--- src/rtl/stdp_pkg.sv ---
// Shared constants and saturating arithmetic for the STDP synapse array.
// Helpers work on 32-bit operands; callers cast to their own widths.
package stdp_pkg;

  localparam int N_PRE_D      = 4;
  localparam int W_BITS_D     = 4;
  localparam int STATE_BITS_D = 8;
  localparam int TRACE_BITS_D = 3;
  localparam int LEAK_SHIFT_D = 3;
  localparam int W_INIT_D     = 8;

  typedef enum logic [1:0] {
    UPD_NONE,
    UPD_POT,
    UPD_DEP
  } upd_e;

  function automatic logic [31:0] sat_add(
    input logic [31:0] a,
    input logic [31:0] b,
    input logic [31:0] lim
  );
    logic [32:0] s;
    s = {1'b0, a} + {1'b0, b};
    return (s > {1'b0, lim}) ? lim : s[31:0];
  endfunction

  function automatic logic [31:0] sat_sub(
    input logic [31:0] a,
    input logic [31:0] b
  );
    return (a > b) ? (a - b) : 32'd0;
  endfunction

endpackage

--- src/rtl/stdp_synapse_array_lif_neuron.sv ---
// Leaky integrate-and-fire neuron with registered spike and
// saturating membrane update.
module lif_neuron
  import stdp_pkg::*;
#(
  parameter int STATE_BITS = STATE_BITS_D,
  parameter int LEAK_SHIFT = LEAK_SHIFT_D
) (
  input  logic                  clk,
  input  logic                  rst,
  input  logic [STATE_BITS-1:0] i_current,
  input  logic [STATE_BITS-1:0] i_threshold,
  output logic                  o_spike,
  output logic [STATE_BITS-1:0] o_v
);

  localparam logic [31:0] V_MAX = 32'((64'd1 << STATE_BITS) - 1);

  logic [STATE_BITS-1:0] r_v;
  logic                  r_spike;
  logic [STATE_BITS-1:0] w_leaked;
  logic [STATE_BITS-1:0] w_next;

  // v - (v >> k) never underflows, so only the add needs clamping
  assign w_leaked = r_v - (r_v >> LEAK_SHIFT);
  assign w_next   = STATE_BITS'(sat_add(32'(w_leaked), 32'(i_current), V_MAX));

  always_ff @(posedge clk or posedge rst) begin
    if (rst) begin
      r_v     <= '0;
      r_spike <= 1'b0;
    end else if (r_v >= i_threshold) begin
      r_v     <= '0;
      r_spike <= 1'b1;
    end else begin
      r_v     <= w_next;
      r_spike <= 1'b0;
    end
  end

  assign o_spike = r_spike;
  assign o_v     = r_v;

endmodule

--- src/rtl/stdp_synapse_array.sv ---
// Presynaptic LIF layer feeding one postsynaptic neuron through
// weights adapted by pair-based STDP with decaying timing traces.
module stdp_synapse_array
  import stdp_pkg::*;
#(
  parameter int N_PRE      = N_PRE_D,
  parameter int W_BITS     = W_BITS_D,
  parameter int STATE_BITS = STATE_BITS_D,
  parameter int TRACE_BITS = TRACE_BITS_D,
  parameter int LEAK_SHIFT = LEAK_SHIFT_D,
  parameter int W_INIT     = W_INIT_D,
  localparam int SEL_BITS  = (N_PRE > 1) ? $clog2(N_PRE) : 1
) (
  input  logic                        clk,
  input  logic                        rst,
  input  logic [STATE_BITS-1:0]       current,
  input  logic [N_PRE*STATE_BITS-1:0] pre_threshold,
  input  logic [STATE_BITS-1:0]       post_threshold,
  input  logic                        learn_en,
  input  logic                        w_load,
  input  logic [SEL_BITS-1:0]         w_sel,
  input  logic [W_BITS-1:0]           w_data,
  output logic [N_PRE-1:0]            spike_pre,
  output logic                        spike_post,
  output logic [STATE_BITS-1:0]       post_state,
  output logic [N_PRE*W_BITS-1:0]     weights,
  output logic                        w_changed
);

  localparam logic [31:0] V_MAX  = 32'((64'd1 << STATE_BITS) - 1);
  localparam logic [31:0] W_MAX  = 32'((64'd1 << W_BITS) - 1);
  localparam logic [TRACE_BITS-1:0] TR_MAX = '1;

  logic [TRACE_BITS-1:0] r_post_tr;
  logic [N_PRE-1:0]      w_chg;
  logic [31:0]           w_sum;
  logic [STATE_BITS-1:0] w_post_i;

  for (genvar g = 0; g < N_PRE; g++) begin : g_ch
    logic [W_BITS-1:0]     r_w;
    logic [W_BITS-1:0]     w_learn;
    logic [TRACE_BITS-1:0] r_tr;
    logic [STATE_BITS-1:0] w_unused_v;
    logic                  w_hit;
    upd_e                  w_upd;

    lif_neuron #(
      .STATE_BITS(STATE_BITS),
      .LEAK_SHIFT(LEAK_SHIFT)
    ) u_pre (
      .clk        (clk),
      .rst        (rst),
      .i_current  (current),
      .i_threshold(pre_threshold[g*STATE_BITS +: STATE_BITS]),
      .o_spike    (spike_pre[g]),
      .o_v        (w_unused_v)
    );

    // Traces are read pre-edge; coincident spikes cancel out
    always_comb begin
      w_upd = UPD_NONE;
      if (learn_en && spike_post && !spike_pre[g] && (r_tr != '0))
        w_upd = UPD_POT;
      else if (learn_en && spike_pre[g] && !spike_post && (r_post_tr != '0))
        w_upd = UPD_DEP;
    end

    always_comb begin
      w_learn = r_w;
      unique case (w_upd)
        UPD_POT: w_learn = W_BITS'(sat_add(32'(r_w), 32'd1, W_MAX));
        UPD_DEP: w_learn = W_BITS'(sat_sub(32'(r_w), 32'd1));
        default: w_learn = r_w;
      endcase
    end

    assign w_hit    = w_load && (int'(w_sel) == g);
    assign w_chg[g] = !w_hit && (w_learn != r_w);
    assign weights[g*W_BITS +: W_BITS] = r_w;

    always_ff @(posedge clk or posedge rst) begin
      if (rst) begin
        r_w  <= W_BITS'(W_INIT);
        r_tr <= '0;
      end else begin
        r_w  <= w_hit ? w_data : w_learn;
        r_tr <= spike_pre[g] ? TR_MAX :
                (r_tr != '0) ? r_tr - 1'b1 : '0;
      end
    end
  end

  always_comb begin
    w_sum = '0;
    for (int i = 0; i < N_PRE; i++)
      if (spike_pre[i])
        w_sum = sat_add(w_sum, 32'(weights[i*W_BITS +: W_BITS]), V_MAX);
  end

  assign w_post_i = STATE_BITS'(w_sum);

  lif_neuron #(
    .STATE_BITS(STATE_BITS),
    .LEAK_SHIFT(LEAK_SHIFT)
  ) u_post (
    .clk        (clk),
    .rst        (rst),
    .i_current  (w_post_i),
    .i_threshold(post_threshold),
    .o_spike    (spike_post),
    .o_v        (post_state)
  );

  always_ff @(posedge clk or posedge rst) begin
    if (rst) begin
      r_post_tr <= '0;
      w_changed <= 1'b0;
    end else begin
      r_post_tr <= spike_post ? TR_MAX :
                   (r_post_tr != '0) ? r_post_tr - 1'b1 : '0;
      w_changed <= |w_chg;
    end
  end

endmodule
--- config.mk ---
export PLATFORM = sky130hd
export DESIGN_NAME = stdp_synapse_array
export DESIGN_NICKNAME = d
export VERILOG_FILES = /design/src/rtl/stdp_pkg.sv /design/src/rtl/stdp_synapse_array_lif_neuron.sv /design/src/rtl/stdp_synapse_array.sv
export SDC_FILE = /design/constraint.sdc
export NUM_CORES = 1
export LEC_CHECK = 0
export BUFFER_PORTS_ARGS = -buffer_cell sky130_fd_sc_hd__buf_2
export CORE_ASPECT_RATIO = 0.9
export CORE_MARGIN = 2
export CORE_UTILIZATION = 35
export CTS_CLUSTER_SIZE = 8
export DETAILED_ROUTE_END_ITERATION = 12
export HOLD_SLACK_MARGIN = 0.1
export PLACE_DENSITY = 0.49
export SLEW_MARGIN = 10
export SYNTH_ARGS = -nofsm -noshare
export SYNTH_HDL_FRONTEND = slang
export SYNTH_HIERARCHICAL = 1
export SYNTH_SLANG_ARGS = --single-unit
--- constraint.sdc ---
create_clock -name clk -period 11.6 [get_ports clk]
set_input_delay 1.74 -clock clk [delete_from_list [all_inputs] [get_ports clk]]
set_output_delay 1.74 -clock clk [all_outputs]
set_load 0.005 [all_outputs]
==> results by stage, run 1 <==
Floorplanning:
- The area enclosed by the die boundary is 26300 µm².
- The number of placed I/O pins is 88.
- The vertical die dimension is 154 µm.
- After floorplanning, the core was divided into 54 placement rows.
- The initial standard-cell utilization of the core is roughly 36%.
- The floorplan step set the die width to ~170 µm.
- The region available for standard cell placement spans ~24000 µm².

Logic synthesis:
- Synthesis inferred 77 register bits.
- During synthesis, Yosys emitted a total of 6 warnings.
- The fraction of registers with async set or reset after synthesis is 100%.
- Counting flops with a built-in enable in the synthesized netlist gives 0.
- When the netlist entered floorplanning its net count stood at 1264.
- The most frequently used flop master after synthesis is sky130_fd_sc_hd__dfrtp_1.
- The count of cell types in the netlist is 79.
- The proportion of synthesized chip area in sequential cells is between 20% and 30%.
- The mean post-synth cell area is 8.30 µm².
- Counting every instance in the synthesized netlist gives roughly 1100.
- The netlist area before placement is 8740 µm².

CTS:
- Gates resized during post-CTS repair numbered 0.
- The number of sinks on the clock net is 77.
- The clock insertion delay at the later pin of the skew report is 0.34 ns.
- After clock tree synthesis, the flow added hold-fix buffers numbering 0.
- The number of H-tree branching levels is 3.
- The register clock-pin slew on the reported worst setup and hold paths is approximately 0.06 ns.
- After clock tree synthesis, the setup repair step added 0 buffers.
- The CTS tree is done.
- Clock tree synthesis selected as its root buffer the cell sky130_fd_sc_hd__clkbuf_16.
- Counting the buffers created by CTS gives 9.
- The deepest clock path buffer count is 2.

STA:
- In the final timing run, aggregate negative setup slack is 0 ns.
- The number of endpoints with negative hold slack in the final report is 0.
- For the pin with the worst max-slew slack, the measured transition is 0.639 ns.
- Setup violations remaining at the end of the flow were counted as 0.
- The minimum clock period is 4.96 ns.
- Setup repair after global routing left no endpoint under its margin.
- The final cycle utilization of the critical path is a little over two fifths.
- Between clock sinks in the finished design, the worst skew comes to 0.00788 ns.
- The worst slew margin relative to its limit is 57.2%.
- The achievable frequency is between 200 and 250 MHz.
- The number of slew-limit violations in the final report is 0.

Global routing:
- The aggregate global routing overflow is 0.
- The first global-routing pass estimated 35500 µm of wire.
- The number of global-route vias before repair is ~7000.
- The number of antenna violations at the first check in global routing is 0.
- Entering global routing, the biggest net connects 33 pins.
- The aggregate global-route resource usage is 16.7%.

Worst setup path:
- The internal reg-to-reg setup slack is about 6.6 ns.
- STA classifies the critical path endpoint as a flop.
- STA puts the critical path data arrival time at 5.17 ns.
- The launching element type of the critical path is a flop.
- The critical path in this run is classified as reg -> reg.
- The required time of the worst setup path is 11.80 ns.
- The top fanout value on the critical path is 11.

Run:
- The tool flagged a number of max-cap violations equal to 0.

Finish:
- The final net count is around 1300.
- The final non-filler cell total is 1473.
- Across the whole layout, storage elements account for 1930 µm².
- Summing all multi-input logic gate instances after layout gives ~6200 µm².
- Compared with the post-synthesis result, the final layout area differs by 11.9%.
- The final cell area excluding filler cells is 9780 µm².
- Cells with a size suffix above 1 make up 15.7% of the layout.
- The layout has approximately 2500 filler cells.
- The repair_antennas step left the layout with diodes totalling 0.

Placement:
- The total instance count after detailed placement is 1459.
- In this run the cell area measured after placement is between 9000 and 10000 µm².
- Summed over all nets, the half-perimeter wirelength after detailed placement is 17100 µm.
- The count of buffers from port buffering is slightly below 90.
- The congestion estimate from routability-driven global placement came to 0.834.

Drt:
- In the routed design, unresolved DRC markers number 0.
- After detailed routing, the number of vias per cell comes to between 5 and 6.
- Before antenna repair, the detailed router went through 5 iterations.
- After detailed routing, the total wire length is 21300 µm.
- Dividing the detail-routed wire length by the instance count gives 14.5 µm.
- The detailed-route via count is approximately 7500.
- The detail route stage leaves a number of antenna-violating nets equal to 0.
- The first routing iteration left slightly below 400 violations.

Hold path:
- The min-delay analysis places its worst path in the category reg -> reg.

Status:
- The run finished with clean final reports.
registers in the layout (all words and copies together), names as in the netlist:
name and cells:
r_post_tr 3, u_post/o_spike 1, w_changed 1, g_ch.r_w 16, u_post/o_v 8, g_ch.r_tr 12, g_ch.u_pre/o_spike 4, g_ch.u_pre/o_v 32
critical path: stages (launching register included):
cell	delay [ns]
sky130_fd_sc_hd__dfrtp_1	0.51
sky130_fd_sc_hd__and2_1	0.23
sky130_fd_sc_hd__ha_1	0.18
sky130_fd_sc_hd__inv_1	0.06
sky130_fd_sc_hd__fa_1	0.44
sky130_fd_sc_hd__mux2i_1	0.30
sky130_fd_sc_hd__ha_1	0.29
sky130_fd_sc_hd__a21o_1	0.17
sky130_fd_sc_hd__a21oi_1	0.22
sky130_fd_sc_hd__xnor2_1	0.15
sky130_fd_sc_hd__nand2_1	0.06
sky130_fd_sc_hd__o21ai_1	0.14
sky130_fd_sc_hd__ha_1	0.29
sky130_fd_sc_hd__nor2b_1	0.14
sky130_fd_sc_hd__o21ai_0	0.27
sky130_fd_sc_hd__xnor2_1	0.12
sky130_fd_sc_hd__xnor2_1	0.15
sky130_fd_sc_hd__ha_1	0.29
sky130_fd_sc_hd__or3_1	0.39
sky130_fd_sc_hd__o22ai_1	0.16
sky130_fd_sc_hd__xor2_1	0.16
sky130_fd_sc_hd__a21oi_1	0.08
metrics by stage:
step | setup slack (ns) | hold slack (ns) | util [%]
5_1_grt | 6.15 | 0.502 | 40.1
3_3_place_gp | 6.73 | 0.473 | 39.0
6_report | 6.64 | 0.485 | 40.1
2_1_floorplan | 7.07 | 0.451 | -
3_5_place_dp | 6.62 | 0.475 | 39.0
4_1_cts | 6.58 | 0.487 | 40.1
placed cells by master, fill, tap and decap left out, types with 7 or more instances in the layout:
cell type,instances
sky130_fd_sc_hd__a211oi_1,10
sky130_fd_sc_hd__a21boi_0,7
sky130_fd_sc_hd__a21boi_2,8
sky130_fd_sc_hd__a21o_1,14
sky130_fd_sc_hd__a21oi_1,92
sky130_fd_sc_hd__a31oi_1,13
sky130_fd_sc_hd__buf_2,87
sky130_fd_sc_hd__clkbuf_16,9
sky130_fd_sc_hd__dfrtp_1,73
sky130_fd_sc_hd__fa_1,13
sky130_fd_sc_hd__ha_1,140
sky130_fd_sc_hd__inv_1,137
sky130_fd_sc_hd__mux2_2,7
sky130_fd_sc_hd__mux2i_1,10
sky130_fd_sc_hd__nand2_1,83
sky130_fd_sc_hd__nand2b_1,10
sky130_fd_sc_hd__nand3_1,20
sky130_fd_sc_hd__nand4_1,7
sky130_fd_sc_hd__nor2_1,75
sky130_fd_sc_hd__nor2b_1,13
sky130_fd_sc_hd__nor3_1,29
sky130_fd_sc_hd__o21a_1,10
sky130_fd_sc_hd__o21ai_0,63
sky130_fd_sc_hd__o21ai_2,11
sky130_fd_sc_hd__o21bai_1,7
sky130_fd_sc_hd__o22ai_1,10
sky130_fd_sc_hd__or2_2,11
sky130_fd_sc_hd__xnor2_1,24
sky130_fd_sc_hd__xor2_1,23
routing by layer:
| layer | up-vias | part of all wire, % | global-route usage [%] |
|---|---|---|---|
| met3 | 11 | 3.3 | 2.37 |
| met2 | 140 | 44 | 26.3 |
| met1 | 3491 | 51 | 24.2 |
| li1 | 3864 | - | - |
| met4 | 0 | 0.94 | 3.83 |
| met5 | - | 0 | 0 |
logic make-up (layout without fill, tap and decap cells):
logic type | count (synthesis) | count (layout) | share of synthesized area, %
AO/OA/AOI/OAI | 302 | 302 | 23.3
AND/OR/NAND/NOR | 297 | 297 | 17.4
adder cells (fa/ha/maj) | 156 | 156 | 23.4
buffers and inverters | 156 | 240 | 6.97
flip-flops | 77 | 77 | 22.1
XOR/XNOR | 47 | 47 | 4.71
multiplexers | 17 | 17 | 2.05
other | 1 | 1 | 0.0429
synth_stat cells, types with 12 or more instances:
library cell	instances	area [µm²]
sky130_fd_sc_hd__a31oi_1	13	81.3
sky130_fd_sc_hd__inv_1	137	514
sky130_fd_sc_hd__o21ai_0	63	315
sky130_fd_sc_hd__clkbuf_1	12	45.0
sky130_fd_sc_hd__ha_1	140	1750
sky130_fd_sc_hd__fa_1	13	260
sky130_fd_sc_hd__xor2_1	23	201
sky130_fd_sc_hd__nor2_1	75	282
sky130_fd_sc_hd__nand2_1	83	312
sky130_fd_sc_hd__nand3_1	20	100
sky130_fd_sc_hd__nor2b_1	13	81.3
sky130_fd_sc_hd__xnor2_1	24	210
sky130_fd_sc_hd__dfrtp_1	73	1830
sky130_fd_sc_hd__nor3_1	29	145
sky130_fd_sc_hd__a21oi_1	92	460
sky130_fd_sc_hd__a21o_1	14	105
layout make-up:
type	count	share of cell area [%]
Clock buffer	12	2.62
Clock inverter	2	0.102
Inverter	137	5.26
Multi-Input combinational cell	820	63.4
Sequential cell	77	19.7
Tap cell	336	4.30
Timing Repair Buffer	89	4.60
path summary, 6_finish.rpt:
kind                                       startpoint                   end  depth (start not counted)
worst max-delay path            g_ch[0].u_pre/o_spike         u_post/o_v[7]                         21
worst min register to register        g_ch[3].r_tr[0]       g_ch[3].r_tr[0]                          1
min in group asynchronous                         rst  g_ch[1].u_pre/o_v[1]                          2
worst max register to register  g_ch[0].u_pre/o_spike         u_post/o_v[7]                         21
max in group asynchronous                         rst        g_ch[3].r_w[3]                          3
worst min-delay path                  g_ch[3].r_tr[0]       g_ch[3].r_tr[0]                          1
Power of run 1 is left out: the tool's default activity adds up to more than one toggle a clock period on the data nets, which glitch-free logic cannot reach.
==> inputs of run 2 (changes only) <==
Settings changed: ABC_AREA set to 1.
Clock period 11.6 ns to 4.7 ns, I/O delays scaled along.
==> run 2 against run 1 <==
  * Critical path depth is 6 higher
  * Via count increased by 7.0%
  * Sequential share of layout area is 0.99 points lower
  * Die area is 3.5% higher
  * Final area increased by 5.3%
  * Clock-buffer cell count shrank 3
  * Synthesized cell count rose by 21%
  * First-iteration DRC count decreased by 7.7%
  * Hold slack lost 0.059 ns
  * Critical endpoint is now u_post/o_v[6]
==> results by stage, run 2 <==
Status:
- The flow ran to the end, and the final reports show no timing, DRC or antenna violations.

Worst setup path:
- The launching element type of the critical path is a flop.
- For this design, the slowest cell found on the critical path is sky130_fd_sc_hd__dfrtp_1.
- The launching instance or port of the critical path is g_ch[0].u_pre/o_spike.
- The depth of the worst register-to-register path is 27 (+29%).
- The startpoint of the worst register-to-register path is g_ch[0].u_pre/o_spike.
- The critical path data arrival time is 4.48 ns (-0.69 ns).
- The top fanout value on the critical path came to 8 (-3).
- The delay contributed by the slowest stage of the critical path is 0.35 ns (-0.16 ns).
- The required time of the worst setup path came to 4.93 ns (-6.87 ns).
- In this run the critical register-to-register path is captured at u_post/o_v[6].
- The dominant cell type by count on the critical path is sky130_fd_sc_hd__nand2_1.
- The number of buffers and inverters on the critical path was 4 (+3).
- The nature of the critical path endpoint is a flop.
- The kind of cell with the highest combined delay along the critical path is adder cells.
- The worst setup path is of the reg -> reg kind.
- The internal reg-to-reg setup slack is 0.45 ns (-6.19 ns).

STA:
- The number of slew-limit violations in the final report is 0 (unchanged).
- The sum of negative setup slack was 0 ns (unchanged).
- The worst-case clock skew is 0.0117 ns (+0.00384 ns).
- The number of endpoints failing setup at the final stage is 0 (unchanged).
- The worst hold margin is 0.425 ns (-0.0594 ns).
- The worst slew margin relative to its limit is 54.2% (-3.0 points).
- The minimum clock period is 4.25 ns (-0.713 ns).
- Setup repair after global routing left no endpoint under its margin.
- The achievable frequency came to 235 MHz (+17%).
- The slew at the pin closest to its max-slew limit was 0.682 ns (+0.0432 ns).
- The smallest setup slack after layout is 0.450 ns (-6.19 ns).
- The number of endpoints with negative hold slack in the final report was 0 (unchanged).
- The final cycle utilization of the critical path came to 90.4% (+48 points).

Global routing:
- The number of antenna violations at the first check in global routing came to 0 (unchanged).
- The pin count of the biggest net entering global routing is 33 (unchanged).
- The aggregate global-route resource usage is 16.9% (+0.21 points).
- The number of global-route vias before repair is 7744 (+9.7%).
- The aggregate global routing overflow was 0 (unchanged).
- The wire length of the first global-routing pass is 37200 µm (+4.6%).

Floorplanning:
- The placement row count is 55 (+1.9%).
- The core box area is 25300 µm² (+3.5%).
- The vertical die dimension is 157 µm (+1.7%).
- The number of placed I/O pins is 88 (unchanged).
- The initial standard-cell utilization of the core came to 35.9% (about the same).
- The area enclosed by the die boundary is 27200 µm² (+3.5%).
- The horizontal die dimension came to 174 µm (+1.8%).

Logic synthesis:
- The proportion of synthesized chip area in sequential cells was 21.3% (-0.77 points).
- Ranked by instance count, the synthesized netlist is headed by sky130_fd_sc_hd__nand2_1, sky130_fd_sc_hd__inv_1, sky130_fd_sc_hd__ha_1.
- The post-synth net total came to 1487 (+18%).
- Yosys instantiated no cell more often than sky130_fd_sc_hd__nand2_1.
- The netlist area before placement is 9060 µm² (+3.6%).
- The fraction of registers with async set or reset after synthesis is 100% (unchanged).
- The mean post-synth cell area is 7.10 µm² (-14%).
- The synthesis warning total was 6 (unchanged).
- The number of synthesized flops with an enable pin is 0 (unchanged).
- The share of Yosys cell area claimed by the top area cell type is 20.2% (-0.73 points).
- Sorting the synthesized cells by area gives the leading types as sky130_fd_sc_hd__dfrtp_1, sky130_fd_sc_hd__ha_1, sky130_fd_sc_hd__nand2_1.
- The flop and latch count out of synthesis is 77 (unchanged).
- The most frequently used flop master after synthesis is sky130_fd_sc_hd__dfrtp_1.
- The post-synthesis instance total is 1276 (+21%).
- The count of cell types in the netlist came to 44 (-44%).
- The synthesized design spends more area on one cell type than any other, namely sky130_fd_sc_hd__dfrtp_1.

Finish:
- The layout overhead on the synthesized area is 13.7%.
- The number of diodes is 0 (unchanged).
- The proportion of layout cells with a drive suffix above 1 is 16.0% (+0.28 points).
- The final non-filler cell total is 1721 (+17%).
- The flip-flop count of the largest register, all copies and words added is 32 (unchanged).
- Leaving out fill and tap cells, the most frequent cells in the layout are sky130_fd_sc_hd__nand2_1, sky130_fd_sc_hd__inv_1, sky130_fd_sc_hd__ha_1.
- The final net count was 1585 (+18%).
- The leading cell type in the layout, fill and taps excluded is sky130_fd_sc_hd__nand2_1.

Drt:
- The first-pass detailed-route iteration total is 7 (+2).
- The DRC violation count after routing was 0 (unchanged).
- The DRC marker count from the first detailed-route iteration is 361 (-7.7%).
- The detailed-route via count is 8035 (+7.0%).
- The routed wire length was 22100 µm (+3.8%).
- The count of antenna-violating nets left after detailed routing is 0 (unchanged).
- The per-cell routed wire length is 12.8 µm (-11%).
- The mean number of vias per cell came to 4.67 (-8.4%).

Run:
- The count of max-cap constraint violations is 0 (unchanged).

Placement:
- The weighted congestion reported at the end of routability-driven placement is 0.838 (+0.48%).
- The HPWL after detailed placement is 18400 µm (+7.7%).
- The total instance count after detailed placement is 1705 (+17%).
- The count of buffers from port buffering came to 87 (unchanged).
- The post-placement setup slack is 0.253 ns (-6.37 ns).

CTS:
- The post-CTS setup-driven buffer insertion count is 0 (unchanged).
- The number of buffers added to fix hold violations after cts came to 0 (unchanged).
- The deepest clock path buffer count is 2 (unchanged).
- The number of H-tree branching levels is 3 (unchanged).
- The CTS tree is done.
- The number of sinks on the clock net is 77 (unchanged).
- The count of instances resized after the clock tree is built is 0 (unchanged).
- The clock insertion delay at the later pin of the skew report is 0.35 ns (about the same).
- The total CTS buffers is 9 (unchanged).
- In this run the clock root is driven by a sky130_fd_sc_hd__clkbuf_16.
- The register clock-pin slew on the reported worst setup and hold paths is 0.07 ns (about the same).

Hold path:
- The path category of the worst min-delay check is in -> async.
## run 2: worst max-delay path by stage
stage / end / slack, ns / cells past startpoint
floorplan: u_post/o_v[5] / 0.56 / 28
global placement: u_post/o_v[6] / 0.33 / 23
detailed placement: u_post/o_v[1] / 0.25 / 23
CTS: u_post/o_v[1] / 0.24 / 23
global route: u_post/o_v[7] / 0.01 / 30
finish: u_post/o_v[6] / 0.45 / 27
## run 2: cells by family after synthesis
family                   after synthesis  share of synthesized area [%]
AND/OR/NAND/NOR                      522                           26.1
buffers and inverters                278                           11.8
AO/OA/AOI/OAI                        193                           13.4
adder cells (fa/ha/maj)              153                           22.2
flip-flops                            77                           21.3
XOR/XNOR                              52                           5.03
other                                  1                         0.0414
## run 2: through the flow
stage | area [µm²] | utilization, %
floorplan | 9060 | -
global placement | 9920 | 39.3
detailed placement | 9920 | 39.3
CTS | 10200 | 40.6
global route | 10300 | 40.8
finish | 10300 | 40.8
## run 2: routing by layer
| metal | GRT usage [%] | share of wire, % | vias up |
|---|---|---|---|
| met5 | 0 | 0 | - |
| met4 | 3.75 | 1.4 | 0 |
| met3 | 2.67 | 3.1 | 21 |
| met2 | 29.4 | 47 | 101 |
| met1 | 22.2 | 48 | 3622 |
| li1 | - | - | 4291 |
## run 2: final cells by class
type	instances	area [µm²]
Fill cell	2707	15000
Multi-Input combinational cell	921	6100
Sequential cell	77	1930
Inverter	271	1020
Timing Repair Buffer	94	488
Tap cell	342	428
Clock buffer	9	225
Clock inverter	7	98.8
## run 2: worst reg2reg max path, stage by stage (launching register included)
cell,delay [ns]
sky130_fd_sc_hd__dfrtp_1,0.35
sky130_fd_sc_hd__nand2_1,0.07
sky130_fd_sc_hd__inv_1,0.05
sky130_fd_sc_hd__ha_1,0.15
sky130_fd_sc_hd__inv_1,0.06
sky130_fd_sc_hd__fa_1,0.35
sky130_fd_sc_hd__inv_1,0.11
sky130_fd_sc_hd__xor2_1,0.14
sky130_fd_sc_hd__nand2_1,0.07
sky130_fd_sc_hd__o21ai_2,0.09
sky130_fd_sc_hd__inv_1,0.09
sky130_fd_sc_hd__ha_4,0.29
sky130_fd_sc_hd__nand3_1,0.06
sky130_fd_sc_hd__nand3_1,0.11
sky130_fd_sc_hd__xor2_1,0.15
sky130_fd_sc_hd__nand2_1,0.08
sky130_fd_sc_hd__and2_1,0.17
sky130_fd_sc_hd__ha_1,0.32
sky130_fd_sc_hd__nand2_1,0.08
sky130_fd_sc_hd__nand2_1,0.06
sky130_fd_sc_hd__nand2_1,0.06
sky130_fd_sc_hd__o211ai_1,0.19
sky130_fd_sc_hd__nand2_1,0.09
sky130_fd_sc_hd__ha_2,0.34
sky130_fd_sc_hd__a21oi_4,0.17
sky130_fd_sc_hd__o21ai_2,0.08
sky130_fd_sc_hd__a21oi_4,0.24
sky130_fd_sc_hd__a21oi_1,0.11
Power of run 2 is left out for the same reason.
==> inputs of run 3 (changes only) <==
--- a/config.mk
+++ b/config.mk
@@ -15,3 +15,3 @@
 export HOLD_SLACK_MARGIN = 0.1
-export PLACE_DENSITY = 0.49
+export PLACE_DENSITY = 0.51
 export SLEW_MARGIN = 10
==> constraint.sdc (replaced) <==
create_clock -name clk -period 3.9 [get_ports clk]
set_input_delay 0.78 -clock clk [delete_from_list [all_inputs] [get_ports clk]]
set_output_delay 0.78 -clock clk [all_outputs]
set_load 0.005 [all_outputs]
==> run 3 against run 2 <==
  * The flow now finishes with violations (negative setup slack)
  * Core utilization is 2.2 points higher
  * Sequential share of layout area shrank 0.95 points
  * Routed wire length up 1.6%
  * Non-clock buffer count increased by 47
  * Critical path depth up 1
  * Sequential cell count stayed put
  * Setup slack got worse by 0.55 ns
  * Cell count is 2.7% higher
  * Die area is the same
  * Critical path type unchanged
  * Largest cell class unchanged
==> results by stage, run 3 (synthesis results as in run 2) <==
STA:
- The final cycle utilization of the critical path was 103% (+12 points).
- The number of endpoints failing setup at the final stage is 8 (+8).
- The number of endpoints with negative hold slack in the final report was 0 (unchanged).
- The worst slew margin relative to its limit is 51.7% (-2.5 points).
- The number of slew-limit violations in the final report is 0 (unchanged).
- The worst-case clock skew was 0.0101 ns (-0.00162 ns).
- The slew at the pin closest to its max-slew limit was 0.719 ns (+0.0366 ns).
- The achievable frequency is 250 MHz (+6.2%).
- The minimum clock period is 4.00 ns (-0.249 ns).
- The smallest setup slack after layout is -0.101 ns (-0.551 ns).
- Setup repair after global routing could not meet its margin everywhere.

Finish:
- The flip-flop count of the largest register, all copies and words added came to 32 (unchanged).
- The filler cell count came to 2617 (-3.3%).
- The proportion of layout cells with a drive suffix above 1 is 21.2% (+5.2 points).
- The number of diodes is 0 (unchanged).
- The final cell area excluding filler cells is 10800 µm² (+5.4%).
- The top cell types in the final layout, fill and taps aside, are sky130_fd_sc_hd__nand2_1, sky130_fd_sc_hd__inv_1, sky130_fd_sc_hd__ha_1.
- The final net count is 1632 (+3.0%).
- The layout overhead on the synthesized area is 19.8%.
- The library cell used most frequently in the layout, excluding fill and tap cells, is sky130_fd_sc_hd__nand2_1.

Hold path:
- The path category of the worst min-delay check is reg -> reg.
- Along the worst hold path, the cell count comes to 1.

Global routing:
- The number of antenna violations at the first check in global routing is 0 (unchanged).
- The wire length of the first global-routing pass is 38000 µm (+2.4%).
- The aggregate global routing overflow was 0 (unchanged).
- The number of global-route vias before repair is 7897 (+2.0%).
- The pin count of the biggest net entering global routing came to 33 (unchanged).
- The aggregate global-route resource usage was 17.2% (+0.30 points).

Placement:
- The HPWL after detailed placement was 18400 µm (about the same).
- The cell area reported after detailed placement is 10200 µm² (+3.1%).
- The count of buffers from port buffering is 87 (unchanged).
- The weighted congestion reported at the end of routability-driven placement is 0.863 (+2.9%).

Floorplanning:
- The vertical die dimension is 157 µm (unchanged).
- The initial standard-cell utilization of the core was 35.9% (unchanged).
- The horizontal die dimension was 174 µm (unchanged).
- The number of placed I/O pins was 88 (unchanged).
- The core box area came to 25300 µm² (unchanged).
- The area enclosed by the die boundary came to 27200 µm² (unchanged).
- The placement row count is 55 (unchanged).

Run:
- The count of max-cap constraint violations came to 0 (unchanged).

Drt:
- The detailed-route via count was 8193 (+2.0%).
- The routed wire length is 22500 µm (+1.6%).
- The mean number of vias per cell came to 4.63 (-0.74%).
- The DRC marker count from the first detailed-route iteration is 380 (+5.3%).
- The DRC violation count after routing is 0 (unchanged).
- The count of antenna-violating nets left after detailed routing is 0 (unchanged).
- The first-pass detailed-route iteration total was 5 (-2).
- The per-cell routed wire length is 12.7 µm (-1.1%).

Status:
- The checks that failed: negative setup slack.
- The flow ran to the end, but the final reports show violations.

CTS:
- TritonCTS built the clock tree.
- The number of H-tree branching levels came to 3 (unchanged).
- The tree is rooted in a sky130_fd_sc_hd__clkbuf_16.
- The number of sinks on the clock net was 77 (unchanged).
- The clock insertion delay at the later pin of the skew report is 0.35 ns (about the same).
- The register clock-pin slew on the reported worst setup and hold paths is 0.06 ns (about the same).
- The total CTS buffers is 9 (unchanged).
- The deepest clock path buffer count is 2 (unchanged).

Worst setup path:
- The required time of the worst setup path is 4.13 ns (-0.80 ns).
- The worst setup path is launched from a flop.
- Among all stages on the critical path, the largest delay is contributed by sky130_fd_sc_hd__dfrtp_1.
- The worst setup path is captured at a flop.
- The critical path data arrival time is 4.23 ns (-0.25 ns).
- The critical path is of the reg -> reg type.
- The top fanout value on the critical path was 8 (unchanged).
- The depth of the worst register-to-register path is 28 (+3.7%).
- The delay contributed by the slowest stage of the critical path is 0.36 ns (about the same).
- Counting stages on the worst path, the most repeated cell is sky130_fd_sc_hd__nand2_1.
-- run 3: final cells by class --
class | count | area [µm²] | area share, %
multi-input cells | 921 | 6270 | 57.8
flip-flops and latches | 77 | 1930 | 17.8
inverters | 271 | 1020 | 9.41
repair buffers | 141 | 853 | 7.87
well taps | 342 | 428 | 3.94
clock buffers | 12 | 246 | 2.27
clock inverters | 4 | 95.1 | 0.877
-- run 3: per-stage QoR --
step | utilization [%] | worst slack (ns) | setup TNS (ns) | hold WS [ns] | cells
after floorplan | - | 0.00124 | 0 | 0.458 | 1276
after global placement | 40.5 | -0.0388 | -0.260 | 0.475 | 1733
after detailed placement | 40.5 | -0.122 | -0.853 | 0.484 | 1733
after CTS | 42.5 | -0.0666 | -0.474 | 0.498 | 1767
after global routing | 43.0 | -0.361 | -2.70 | 0.514 | 1768
final | 43.0 | -0.101 | -0.665 | 0.492 | 1768
-- run 3: worst max-delay path: cells and delay by family (launching register included) --
| family | cells | cell delay [ns] |
|---|---|---|
| fa+ha+maj | 5 | 1.35 |
| simple gates | 10 | 0.84 |
| compound gates | 6 | 0.71 |
| buf+inv | 5 | 0.37 |
| flops | 1 | 0.36 |
| xor+xnor | 2 | 0.28 |
-- run 3: final timing paths --
| check | from | end | slack (ns) |
|---|---|---|---|
| setup / recovery | g_ch[0].u_pre/o_spike | u_post/o_v[7] | -0.10 |
| hold / removal | g_ch[1].r_tr[0] | g_ch[1].r_tr[0] | 0.49 |
| setup reg to reg | g_ch[0].u_pre/o_spike | u_post/o_v[7] | -0.10 |
| hold reg to reg | g_ch[1].r_tr[0] | g_ch[1].r_tr[0] | 0.49 |
| max in group asynchronous | rst | g_ch[1].r_w[3] | 2.91 |
| min in group asynchronous | rst | u_post/o_v[5] | 0.50 |
-- run 3: repair_timing --
action / in CTS / in global routing
hold buffers: 0 / 0
resized for setup: 10 / 21
pin swaps: 9 / 21
setup buffers: 18 / 1
setup endpoints to repair: 8 / 8
-- run 3: layer usage --
layer	track usage [%]	vias up	share of wire, %
met5	0	-	0
met4	3.31	0	0.93
met3	2.41	12	2.8
met2	30.1	89	47
met1	22.9	3706	49
li1	-	4386	-
Power of run 3 is left out for the same reason.
